==> src/rtl/display_scan_ctrl_pkg.sv <==
// Shared types and constants for the multiplexed 7-segment scan controller.
package display_scan_ctrl_pkg;

    typedef enum logic {
        ST_DEAD = 1'b0,
        ST_ON   = 1'b1
    } scan_state_e;

    localparam int NUM_DIGITS = 4;
    localparam int NIB_W      = 4;
    localparam int IDX_W      = $clog2(NUM_DIGITS);
    localparam int DIGITS_W   = NUM_DIGITS * NIB_W;

    localparam logic [NUM_DIGITS-1:0] DIG_OFF = 4'b1111;

    function automatic int timer_width(input int on_cycles, input int dead_cycles);
        int m;
        int w;
        m = (on_cycles > dead_cycles) ? on_cycles : dead_cycles;
        w = $clog2(m);
        return (w < 1) ? 1 : w;
    endfunction

endpackage

==> src/rtl/display_scan_ctrl_scan_timer.sv <==
// Loadable down-counter that stops at zero; used for dead/on slot timing.
module display_scan_ctrl_scan_timer #(
    parameter int W       = 4,
    parameter int RST_VAL = 0
) (
    input  logic         clk_i,
    input  logic         rst_i,
    input  logic         load_i,
    input  logic [W-1:0] load_val_i,
    output logic         zero_o
);

    logic [W-1:0] cnt_q, cnt_d;

    always_comb begin
        cnt_d = cnt_q;
        if (load_i) begin
            cnt_d = load_val_i;
        end else if (cnt_q != '0) begin
            cnt_d = cnt_q - 1'b1;
        end
    end

    always_ff @(posedge clk_i or posedge rst_i) begin
        if (rst_i) begin
            cnt_q <= W'(RST_VAL);
        end else begin
            cnt_q <= cnt_d;
        end
    end

    assign zero_o = (cnt_q == '0);

endmodule

==> src/rtl/display_scan_ctrl.sv <==
// Four-digit 7-segment scanner: dead-time gated slots, frame-aligned double
// buffering, per-digit blank and blink.
module display_scan_ctrl
    import display_scan_ctrl_pkg::*;
#(
    parameter int ON_CYCLES    = 12500,
    parameter int DEAD_CYCLES  = 50,
    parameter int BLINK_FRAMES = 200
) (
    input  logic                  clk,
    input  logic                  reset,
    input  logic                  enable,
    input  logic [DIGITS_W-1:0]   digits_in,
    input  logic                  load,
    input  logic [NUM_DIGITS-1:0] blank_mask,
    input  logic [NUM_DIGITS-1:0] blink_mask,
    output logic [NIB_W-1:0]      nibble,
    output logic [NUM_DIGITS-1:0] dig_n,
    output logic                  frame_done,
    output logic                  pending
);

    localparam int TW = timer_width(ON_CYCLES, DEAD_CYCLES);
    localparam int BW = (BLINK_FRAMES > 1) ? $clog2(BLINK_FRAMES) : 1;
    localparam logic [TW-1:0] ON_LOAD   = TW'(ON_CYCLES - 1);
    localparam logic [TW-1:0] DEAD_LOAD = TW'(DEAD_CYCLES - 1);
    localparam logic [BW-1:0] BLINK_TOP = BW'(BLINK_FRAMES - 1);

    scan_state_e           state_q, state_d;
    logic [IDX_W-1:0]      idx_q, idx_d;
    logic                  tmr_load, tmr_zero;
    logic [TW-1:0]         tmr_val;
    logic [DIGITS_W-1:0]   active_q, active_d, pbuf_q, pbuf_d;
    logic                  pending_q, pending_d;
    logic                  blink_off_q, blink_off_d;
    logic [BW-1:0]         bcnt_q, bcnt_d;
    logic                  vis_q, vis_d;
    logic [NIB_W-1:0]      nibble_q, nibble_d;
    logic [NUM_DIGITS-1:0] dig_n_q, dig_n_d;
    logic                  frame_done_q, frame_done_d;
    logic                  slot_end, boundary, dead_entry;

    display_scan_ctrl_scan_timer #(.W(TW), .RST_VAL(DEAD_CYCLES - 1)) u_scan_timer (
        .clk_i      (clk),
        .rst_i      (reset),
        .load_i     (tmr_load),
        .load_val_i (tmr_val),
        .zero_o     (tmr_zero)
    );

    assign slot_end   = (state_q == ST_ON) && tmr_zero;
    assign boundary   = enable && slot_end && (idx_q == IDX_W'(NUM_DIGITS - 1));
    assign dead_entry = !enable || slot_end;

    always_ff @(posedge clk or posedge reset) begin
        if (reset) begin
            state_q <= ST_DEAD;
            idx_q   <= '0;
        end else begin
            state_q <= state_d;
            idx_q   <= idx_d;
        end
    end

    always_comb begin
        state_d  = state_q;
        idx_d    = idx_q;
        tmr_load = 1'b0;
        tmr_val  = DEAD_LOAD;
        if (!enable) begin
            state_d  = ST_DEAD;
            idx_d    = '0;
            tmr_load = 1'b1;
        end else if (tmr_zero) begin
            tmr_load = 1'b1;
            if (state_q == ST_DEAD) begin
                state_d = ST_ON;
                tmr_val = ON_LOAD;
            end else begin
                state_d = ST_DEAD;
                idx_d   = idx_q + 1'b1;
            end
        end
    end

    // A load on the commit edge (or while disabled) goes straight to active.
    always_comb begin
        active_d    = active_q;
        pbuf_d      = pbuf_q;
        pending_d   = pending_q;
        bcnt_d      = bcnt_q;
        blink_off_d = blink_off_q;
        if (!enable || boundary) begin
            if (load) begin
                active_d = digits_in;
            end else if (pending_q) begin
                active_d = pbuf_q;
            end
            pending_d = 1'b0;
        end else if (load) begin
            pbuf_d    = digits_in;
            pending_d = 1'b1;
        end
        if (boundary) begin
            if (bcnt_q == BLINK_TOP) begin
                bcnt_d      = '0;
                blink_off_d = ~blink_off_q;
            end else begin
                bcnt_d = bcnt_q + 1'b1;
            end
        end
    end

    // Digit data and visibility are frozen at dead-time entry, using the
    // values that become current on that same edge.
    always_comb begin
        nibble_d = nibble_q;
        vis_d    = vis_q;
        if (dead_entry) begin
            nibble_d = active_d[{idx_d, 2'b00} +: NIB_W];
            vis_d    = ~blank_mask[idx_d] & ~(blink_mask[idx_d] & blink_off_d);
        end
        dig_n_d = DIG_OFF;
        if ((state_d == ST_ON) && vis_d) begin
            dig_n_d[idx_d] = 1'b0;
        end
        frame_done_d = boundary;
    end

    always_ff @(posedge clk or posedge reset) begin
        if (reset) begin
            active_q     <= '0;
            pbuf_q       <= '0;
            pending_q    <= 1'b0;
            blink_off_q  <= 1'b0;
            bcnt_q       <= '0;
            vis_q        <= 1'b1;
            nibble_q     <= '0;
            dig_n_q      <= DIG_OFF;
            frame_done_q <= 1'b0;
        end else begin
            active_q     <= active_d;
            pbuf_q       <= pbuf_d;
            pending_q    <= pending_d;
            blink_off_q  <= blink_off_d;
            bcnt_q       <= bcnt_d;
            vis_q        <= vis_d;
            nibble_q     <= nibble_d;
            dig_n_q      <= dig_n_d;
            frame_done_q <= frame_done_d;
        end
    end

    assign nibble     = nibble_q;
    assign dig_n      = dig_n_q;
    assign frame_done = frame_done_q;
    assign pending    = pending_q;

endmodule

==> config.mk <==
export PLATFORM = sky130hd
export DESIGN_NAME = display_scan_ctrl
export DESIGN_NICKNAME = d
export VERILOG_FILES = /design/src/rtl/display_scan_ctrl_pkg.sv /design/src/rtl/display_scan_ctrl_scan_timer.sv /design/src/rtl/display_scan_ctrl.sv
export SDC_FILE = /design/constraint.sdc
export NUM_CORES = 1
export LEC_CHECK = 0
export ABC_CLOCK_PERIOD_IN_PS = 3900
export CAP_MARGIN = 10
export CORE_MARGIN = 4
export CORE_UTILIZATION = 48
export CTS_CLUSTER_SIZE = 20
export DETAILED_ROUTE_END_ITERATION = 6
export PLACE_DENSITY = 0.81
export SYNTH_ARGS = -nofsm -noshare
export SYNTH_HDL_FRONTEND = slang
export SYNTH_SLANG_ARGS = --single-unit
==> constraint.sdc <==
create_clock -name clk -period 3.9 [get_ports clk]
set_input_delay 0.78 -clock clk [delete_from_list [all_inputs] [get_ports clk]]
set_output_delay 0.78 -clock clk [all_outputs]
set_load 0.005 [all_outputs]
### Word-level counts from Yosys, hierarchy flattened

Index checks and enable logic that the tools add are counted.

| storage, ports and cells | value |
|---|---|
| memory bits (read-only) | 0 |
| bits in writable memories | 0 |
| bits in latches | 0 |
| register bits | 69 |
| logic and storage cells | 69 |
| memories kept | 0 |
| bits of input ports | 28 |

| cells by class | value |
|---|---|
| equal/unequal tests | 2 |
| multipliers | 0 |
| bitwise operators | 7 |
| divide/modulo/power cells | 0 |
| order comparisons | 2 |
| add/sub/neg operators | 3 |
| shift-type cells | 1 |
| multiplexer cells | 29 |
| reduce and logical (&&, ||, !) cells | 13 |

Operator list:

| cell | count |
|---|---|
| $mux 14 | 5 |
| $mux 16 | 3 |
| $shiftx 16x5->4 | 1 |
| $logic_not 14->1 | 1 |
| $reduce_bool 14->1 | 1 |
| $sub 14x1->14 const B | 1 |
| $mux 1 | 13 |
| $add 8x1->8 const B | 1 |
| $eq 8x8->1 const B | 1 |
| $mux 8 | 1 |
| $mux 2 | 3 |
| $logic_and 1x1->1 | 5 |
| $bmux 1 s2 | 2 |
| $mux 4 | 1 |
| $not 1->1 | 4 |
| $not 4->4 | 1 |
| $reduce_bool 2->1 | 2 |
| $lt 2x3->1 const B | 1 |
| $add 2x1->2 const B | 1 |
| $and 1x1->1 | 2 |
| $demux 1 s2 | 1 |
| $eq 2x2->1 const B | 1 |
| $ge 2x1->1 const B | 1 |
| $logic_or 1x1->1 | 2 |
| other kinds (2) | 2 |

### Depth between registers and ports, before layout

Gate-level depths: netlist of run 1.

| depth | value |
|---|---|
| depth in word-level cells | 12 |
| mapped depth | 16 |
| depth with buffers taken out | 14 |

### By module

A second synthesis of run 1 with hierarchy kept.

| unflattened totals | value |
|---|---|
| cells, all modules | 349 |
| area, all modules | 3570.9 um^2 |

By module, submodules not included:

| module | cells an instance | times used | seq. area each (um^2) | area each (um^2) |
|---|---|---|---|---|
| display_scan_ctrl | 260 | 1 | 1382.6 | 2677.6 |
| display_scan_ctrl_scan_timer | 89 | 1 | 354.1 | 893.4 |

### Least setup slack after synthesis of run 1

OpenSTA, ideal clock, no wires.

| path | value |
|---|---|
| path kind | register to register |
| from | register u_scan_timer.cnt_q[0] |
| to | register dig_n_q[0], in the netlist dig_n[0] |
| cell stages (with the launch flop) | 15 |
| period minus slack after synthesis | 3193 ps |
| setup slack | 707 ps |
| buffers on the path | 1 |
| data required time | 3840 ps |
| data arrival time | 3133 ps |
| cell sequence | dfstp_2 > inv_1 > ha_1 > or4b_4 > nor2_1 > nand2_1 > clkbuf_1 > inv_1 > ha_1 > nand3_1 > or4_2 > a32oi_1 > a221oi_2 > a32oi_1 > or4_1 |

| on the way | value |
|---|---|
| cells in the longest elaborated chain, start to end | 11 |

RTL lines:

| what | RTL line | RTL |
|---|---|---|
| start, declared | display_scan_ctrl_scan_timer.sv:13 | `logic [W-1:0] cnt_q, cnt_d;` |
| start signal, assigned | display_scan_ctrl_scan_timer.sv:26 | `cnt_q <= W'(RST_VAL);` |
| start signal, assigned | display_scan_ctrl_scan_timer.sv:28 | `cnt_q <= cnt_d;` |
| $logic_not 14->1 (*) | display_scan_ctrl_scan_timer.sv:32 | `assign zero_o = (cnt_q == '0);` |
| $mux 2 or $logic_and 1x1->1 (tied branches) | display_scan_ctrl.sv:74, display_scan_ctrl.sv:51 |  |
| $mux 2 or $logic_and 1x1->1 (tied branches) | display_scan_ctrl.sv:70, display_scan_ctrl.sv:52 |  |
| $bmux 1 s2 or $logic_and 1x1->1 (tied branches) | display_scan_ctrl.sv:121, display_scan_ctrl.sv:52 |  |
| $mux 1, on equally long branches | display_scan_ctrl.sv:121, display_scan_ctrl.sv:104 |  |
| $and 1x1->1 | display_scan_ctrl.sv:121 | `vis_d = ~blank_mask[idx_d] & ~(blink_mask[idx_d] & blink_off_d);` |
| $not 1->1 | display_scan_ctrl.sv:121 |  |
| $and 1x1->1 | display_scan_ctrl.sv:121 |  |
| $mux 1 | display_scan_ctrl.sv:119 | `if (dead_entry) begin` |
| $logic_and 1x1->1 | display_scan_ctrl.sv:124 | `if ((state_d == ST_ON) && vis_d) begin` |
| $mux 4 (*) | display_scan_ctrl.sv:124 |  |
| via dig_n_d[0] | display_scan_ctrl.sv:39 | `logic [NUM_DIGITS-1:0] dig_n_q, dig_n_d;` |
| end signal, assigned | display_scan_ctrl.sv:149 | `dig_n_q <= dig_n_d;` |
| end, declared | display_scan_ctrl.sv:39 |  |

The timed path passes the listed nets; every way through them passes the cells marked *. The select of a mux whose other input is x is not followed.
A chain may end at the register's enable or synchronous reset.

### Worst setup path in the final report of run 1

Same ends and word-level chain as after synthesis.

==> results.json, run 1 <==
{
  "cp-start-kind": "register",
  "cts_tree": "built",
  "ys_ff_latch": 69,
  "drt-vias-per-instance": 5.76,
  "clkSinkCount": 69,
  "hold_buffers": 0,
  "hp-start": "u_scan_timer.cnt_q[0]$_DFFE_PP1P_",
  "drive_gt1_share_pct": 14.7,
  "worst_pin_slew_ps": 741,
  "syn_nets": 381,
  "grt_overflow": 0,
  "initial_core_util_pct": 50.0,
  "routed_wl_um": 7600,
  "synth.most_common_cell": "dfrtp_1",
  "post_dp_cell_area_um2": 3900,
  "grt_pass1_wl_um": 13200,
  "p_per_area_nw_per_um2": 395,
  "critPathArrivalTime_ps": 3880,
  "slowest_delay_ps": 470,
  "dieHeight_um": 92.9,
  "min_to": "u_scan_timer.cnt_q[0]$_DFFE_PP1P_",
  "cp.depth": 13,
  "fin_util_pct": 59.4,
  "hold_viol": 0,
  "crit_fanout": 11,
  "leakage_nw": 1.69,
  "die_w_um": 92.9,
  "rrSetupSlack_ps": 290,
  "ir_drop_mv": 0.190,
  "core_area_um2": 6910,
  "fin_crit_ps": 3610,
  "fin_crit_sh_pct": 92.7,
  "synthDistinctLibCells": 53,
  "synth_edf_count": 0,
  "grt_pass1_vias": 2745,
  "ios": 38,
  "drc": 0,
  "dieArea_um2": 8620,
  "cp_cell_sequence": "inv_1 -> ha_1 -> or4b_4 -> nor2_1 -> nand2_1 -> inv_1 -> ha_1 -> nand3_1 -> o31ai_1 -> a32oi_1 -> a221oi_2 -> a32oi_1 -> or4_1",
  "wire_per_inst_um": 15.7,
  "n_antenna_cell": 0,
  "h-tree-depth": 3,
  "ys.flop_type": "dfrtp_1",
  "slew_headroom_pct": 50.5,
  "grt_max_degree": 37,
  "setup_viol": 0,
  "cts_buffers": 9,
  "nNetsFinal": 417,
  "place_congestion": 0.838,
  "slew_viol_final": 0,
  "status": "finished clean",
  "cts.repair.resized": 0,
  "synth_top_area_cell": "dfrtp_1",
  "path_clk_slew_ps": 70,
  "stdcell_area_um2": 4100,
  "reg2reg_to": "dig_n[0]$_DFF_PP1_",
  "antenna_left": 0,
  "r2r_cells": 13,
  "syn_area_um2": 3460,
  "critPathBufInv": 2,
  "antenna_found_initial": 0,
  "yosysWarnings": 0,
  "timing.rr.start": "u_scan_timer.cnt_q[0]$_DFFE_PP1P_",
  "ys_top_cells_by_area": "dfrtp_1, dfstp_2, mux2_2, nand3_1, nand2_1",
  "critPathTopFamily": "simple AND/OR/NAND/NOR gates",
  "synthCells": 347,
  "hold_class": "register to register",
  "drt_iter0_drc": 204,
  "fmax_ghz": 0.277,
  "hold_ws_ps": 494,
  "crit_slowest_cell": "or4b_4",
  "worst_skew_pair.late_latency_ps": 360,
  "track_usage_pct": 19.3,
  "avgSynthCellArea_um2": 9.96,
  "synth_top_area_share_pct": 44.2,
  "syn_to_final_growth_pct": 18.6,
  "port-buffer-count": 37,
  "cts_setup_buffers": 0,
  "rows": 30,
  "via_count": 2787,
  "skew_ps": 12.8,
  "worstSetupPathType": "register to register",
  "setup_tns_ps": 0,
  "synthTopCellsByCount": "dfrtp_1, nand2_1, nand3_1",
  "critPathRequiredTime_ps": 4170,
  "dr.pass1.iters": 4,
  "dpl.hpwl_um": 5370,
  "startpoint": "u_scan_timer.cnt_q[0]$_DFFE_PP1P_",
  "cap_violations": 0,
  "cp-end-kind": "register",
  "rsz0062_at_grt": "no",
  "clock_path_buffers": 2,
  "fill_cells": 595,
  "synthArstFlopShare_pct": 100,
  "hold_depth": 1,
  "clockRootBuffer": "clkbuf_8",
  "ys_seq_area_share_pct": 50.3
}
power by group:
part           switching [mW]  internal (mW)
logic                   0.102          0.107
registers              0.0380          0.784
clock network           0.291          0.297
total                   0.431           1.19
layer usage:
| layer | part of all wire, % | up-vias | track usage [%] |
|---|---|---|---|
| met1 | 46 | 1370 | 26.7 |
| met2 | 47 | 69 | 29.4 |
| met5 | 0 | - | 0 |
| li1 | - | 1333 | - |
| met4 | 2.5 | 0 | 9.52 |
| met3 | 4.1 | 15 | 3.33 |
final cells by class:
class	instances	area [µm²]	area share, %
flip-flops and latches	69	1740	42.4
multi-input cells	253	1600	39.1
repair buffers	40	405	9.89
clock buffers	9	124	3.02
well taps	96	120	2.93
clock inverters	7	75.1	1.83
inverters	10	37.5	0.915
cell usage in the layout, fill, tap and decap left out, types with 3 or more instances in the layout:
cell type        netlist  routed
clkinvlp_4             0       3
xnor2_1               10      10
a21boi_0               6       6
o22ai_1               16      16
dfstp_2                8       8
nor2_1                26      26
clkbuf_8               1       9
a21oi_1               23      23
a221oi_1               4       4
mux2_2                16      16
o21ai_0               21      21
clkdlybuf4s50_1        0      37
xor2_1                 4       4
nand3_1               33      33
dfrtp_1               61      61
nor3_1                 3       3
inv_1                  8       7
ha_1                   6       6
nor4_1                 3       3
mux2i_1                4       4
or3_1                  3       3
nand2_1               36      36
kinds of logic after synthesis:
group	count (synthesis)	synth area share [%]
XOR/XNOR	14	3.55
multiplexers	20	6.37
AO/OA/AOI/OAI	88	16.4
AND/OR/NAND/NOR	125	17.9
buffers and inverters	25	3.40
adder cells (fa/ha/maj)	6	2.17
flip-flops	69	50.3
state kept, by name, indices dropped and copies added, names as in the netlist:
name and count:
idx_q 2, nibble 4, active_q 16, dig_n 4
bcnt_q 8, pbuf_q 16, state_q 1, u_scan_timer.cnt_q 14
pending 1, blink_off_q 1, frame_done 1, vis_q 1
worst max path at each step:
stage	endpoint	slack, ps
2_1_floorplan	dig_n[0]$_DFF_PP1_	710
3_3_place_gp	dig_n[0]$_DFF_PP1_	500
3_5_place_dp	dig_n[0]$_DFF_PP1_	350
4_1_cts	dig_n[0]$_DFF_PP1_	340
5_1_grt	dig_n[0]$_DFF_PP1_	20
6_report	dig_n[0]$_DFF_PP1_	290
through the flow:
stage	total power [mW]	setup WS [ps]	std cells
after floorplan	0.955	707	347
after global placement	1.04	495	468
after detailed placement	1.05	349	468
after CTS	1.63	345	484
after global routing	1.70	24.5	484
final	1.62	285	484
Note: power is estimated with default switching activity, not from simulation.
==> run 2: changes to the inputs <==
--- a/config.mk
+++ b/config.mk
@@ -5,13 +5,13 @@
 export SDC_FILE = /design/constraint.sdc
 export NUM_CORES = 1
 export LEC_CHECK = 0
-export ABC_CLOCK_PERIOD_IN_PS = 3900
 export CAP_MARGIN = 10
 export CORE_MARGIN = 4
 export CORE_UTILIZATION = 48
 export CTS_CLUSTER_SIZE = 20
 export DETAILED_ROUTE_END_ITERATION = 6
-export PLACE_DENSITY = 0.81
+export DONT_BUFFER_PORTS = 1
+export PLACE_DENSITY = 0.74
 export SYNTH_ARGS = -nofsm -noshare
 export SYNTH_HDL_FRONTEND = slang
 export SYNTH_SLANG_ARGS = --single-unit
==> results.json, run 2 (synthesis gave the netlist of run 1 again) <==
{
  "grt_overflow": 0,
  "hold_viol": 0,
  "min_to": "u_scan_timer.cnt_q[5]$_DFFE_PP1P_",
  "critPathArrivalTime_ps": 3780,
  "antenna_left": 0,
  "reg2reg_to": "dig_n[0]$_DFF_PP1_",
  "worst_pin_slew_ps": 840,
  "multiInputGateArea_um2": 1600,
  "dieArea_um2": 8620,
  "die_w_um": 92.9,
  "p_per_area_nw_per_um2": 420,
  "seqCellArea_um2": 1740,
  "drt-vias-per-instance": 5.99,
  "final_cell_mix": "dfrtp_1, nand2_1, nand3_1",
  "hold_ws_ps": 474,
  "post_dp_cell_area_um2": 3520,
  "critPathRequiredTime_ps": 4160,
  "slew_headroom_pct": 43.9,
  "largestRegisters": "active_q (16), pbuf_q (16), u_scan_timer.cnt_q (14)",
  "n_antenna_cell": 0,
  "setup_tns_ps": 0,
  "syn_to_final_growth_pct": 7.39,
  "cp-start-kind": "register",
  "grt_pass1_wl_um": 12300,
  "ir_drop_mv": 0.195,
  "antenna_found_initial": 0,
  "cp-end-kind": "register",
  "hp-start": "enable",
  "hold_depth": 1,
  "cts_tree": "built",
  "drt_iter0_drc": 121,
  "path_clk_slew_ps": 60,
  "cap_violations": 0,
  "rows": 30,
  "clockRootBuffer": "clkbuf_8",
  "slew_viol_final": 0,
  "critPathTopFamily": "simple AND/OR/NAND/NOR gates",
  "routed_wl_um": 7520,
  "nNetsFinal": 380,
  "h-tree-depth": 3,
  "stdcell_area_um2": 3710,
  "drive_gt1_share_pct": 15.7,
  "fin_util_pct": 53.7,
  "p_total_mw": 1.56,
  "wire_per_inst_um": 16.8,
  "cts.repair.resized": 0,
  "ios": 38,
  "worst_skew_pair.late_latency_ps": 350,
  "status": "finished clean",
  "rsz0062_at_grt": "no",
  "fin_crit_ps": 3520,
  "slowest_delay_ps": 470,
  "crit_slowest_cell": "or4b_4",
  "cts_buffers": 9,
  "final_common_cell": "dfrtp_1",
  "hold_class": "input pin to register",
  "clkSinkCount": 69,
  "place_congestion": 0.833,
  "core_area_um2": 6910,
  "critPathBufInv": 2,
  "setup_viol": 0,
  "track_usage_pct": 18.4,
  "dieHeight_um": 92.9,
  "rrSetupSlack_ps": 380,
  "hold_buffers": 0,
  "port-buffer-count": 0,
  "clock_path_buffers": 2,
  "fill_cells": 637,
  "timing.rr.start": "u_scan_timer.cnt_q[0]$_DFFE_PP1P_",
  "leakage_nw": 1.54,
  "grt_pass1_vias": 2543,
  "worstSetupPathType": "register to register",
  "fin_crit_sh_pct": 90.3,
  "skew_ps": 9.11,
  "crit_fanout": 11,
  "via_count": 2677,
  "fmax_ghz": 0.284,
  "drc": 0,
  "cts_setup_buffers": 0,
  "r2r_cells": 13,
  "initial_core_util_pct": 50.0,
  "cp_cell_sequence": "inv_1 -> ha_1 -> or4b_4 -> nor2_1 -> nand2_1 -> inv_1 -> ha_1 -> nand3_1 -> o31ai_1 -> a32oi_1 -> a221oi_2 -> a32oi_1 -> or4_1",
  "dr.pass1.iters": 5,
  "grt_max_degree": 41,
  "dpl.hpwl_um": 5390
}
[run 2: final cells by class]
class | instances | area share (%)
clock inverter | 4 | 1.28
timing repair buffer | 3 | 0.607
tap | 96 | 3.24
sequential | 69 | 46.8
multi-input combinational | 253 | 43.2
inverter | 10 | 1.01
clock buffer | 12 | 3.91
[run 2: metrics by stage]
step	setup slack, ps	cells
floorplan	707	347
global placement	554	431
detailed placement	391	431
CTS	380	447
global route	55.9	447
finish	380	447
[run 2: report_power, final]
group,internal (mW),switching (mW)
logic,0.0704,0.0884
clock network,0.311,0.263
registers,0.784,0.0406
[run 2: per-layer routing]
metal	part of all wire, %	wire [µm]	GRT usage, %
met1	44	3290	23.6
met5	0	0	0
met4	2.0	152	7.33
met2	47	3510	29.0
met3	7.5	565	5.77
[run 2: worst max-delay path by stage]
stage                                      start                  to  slack, ps  depth (start not counted)
5_1_grt        u_scan_timer.cnt_q[1]$_DFFE_PP0P_  dig_n[0]$_DFF_PP1_         60                         13
3_3_place_gp   u_scan_timer.cnt_q[1]$_DFFE_PP0P_  dig_n[0]$_DFF_PP1_        550                         13
3_5_place_dp   u_scan_timer.cnt_q[0]$_DFFE_PP1P_  dig_n[0]$_DFF_PP1_        390                         13
2_1_floorplan  u_scan_timer.cnt_q[0]$_DFFE_PP1P_  dig_n[0]$_DFF_PP1_        710                         14
6_report       u_scan_timer.cnt_q[0]$_DFFE_PP1P_  dig_n[0]$_DFF_PP1_        380                         13
4_1_cts        u_scan_timer.cnt_q[0]$_DFFE_PP1P_  dig_n[0]$_DFF_PP1_        380                         13
==> run 3: changes to the inputs <==
--- a/config.mk
+++ b/config.mk
@@ -8,6 +8,7 @@
 export CAP_MARGIN = 10
 export CORE_MARGIN = 4
 export CORE_UTILIZATION = 48
+export CTS_CLUSTER_DIAMETER = 40
 export CTS_CLUSTER_SIZE = 20
 export DETAILED_ROUTE_END_ITERATION = 6
 export DONT_BUFFER_PORTS = 1
==> results of run 3 <==
Same layout as run 2: the final DEF is identical, and so are final timing and power.
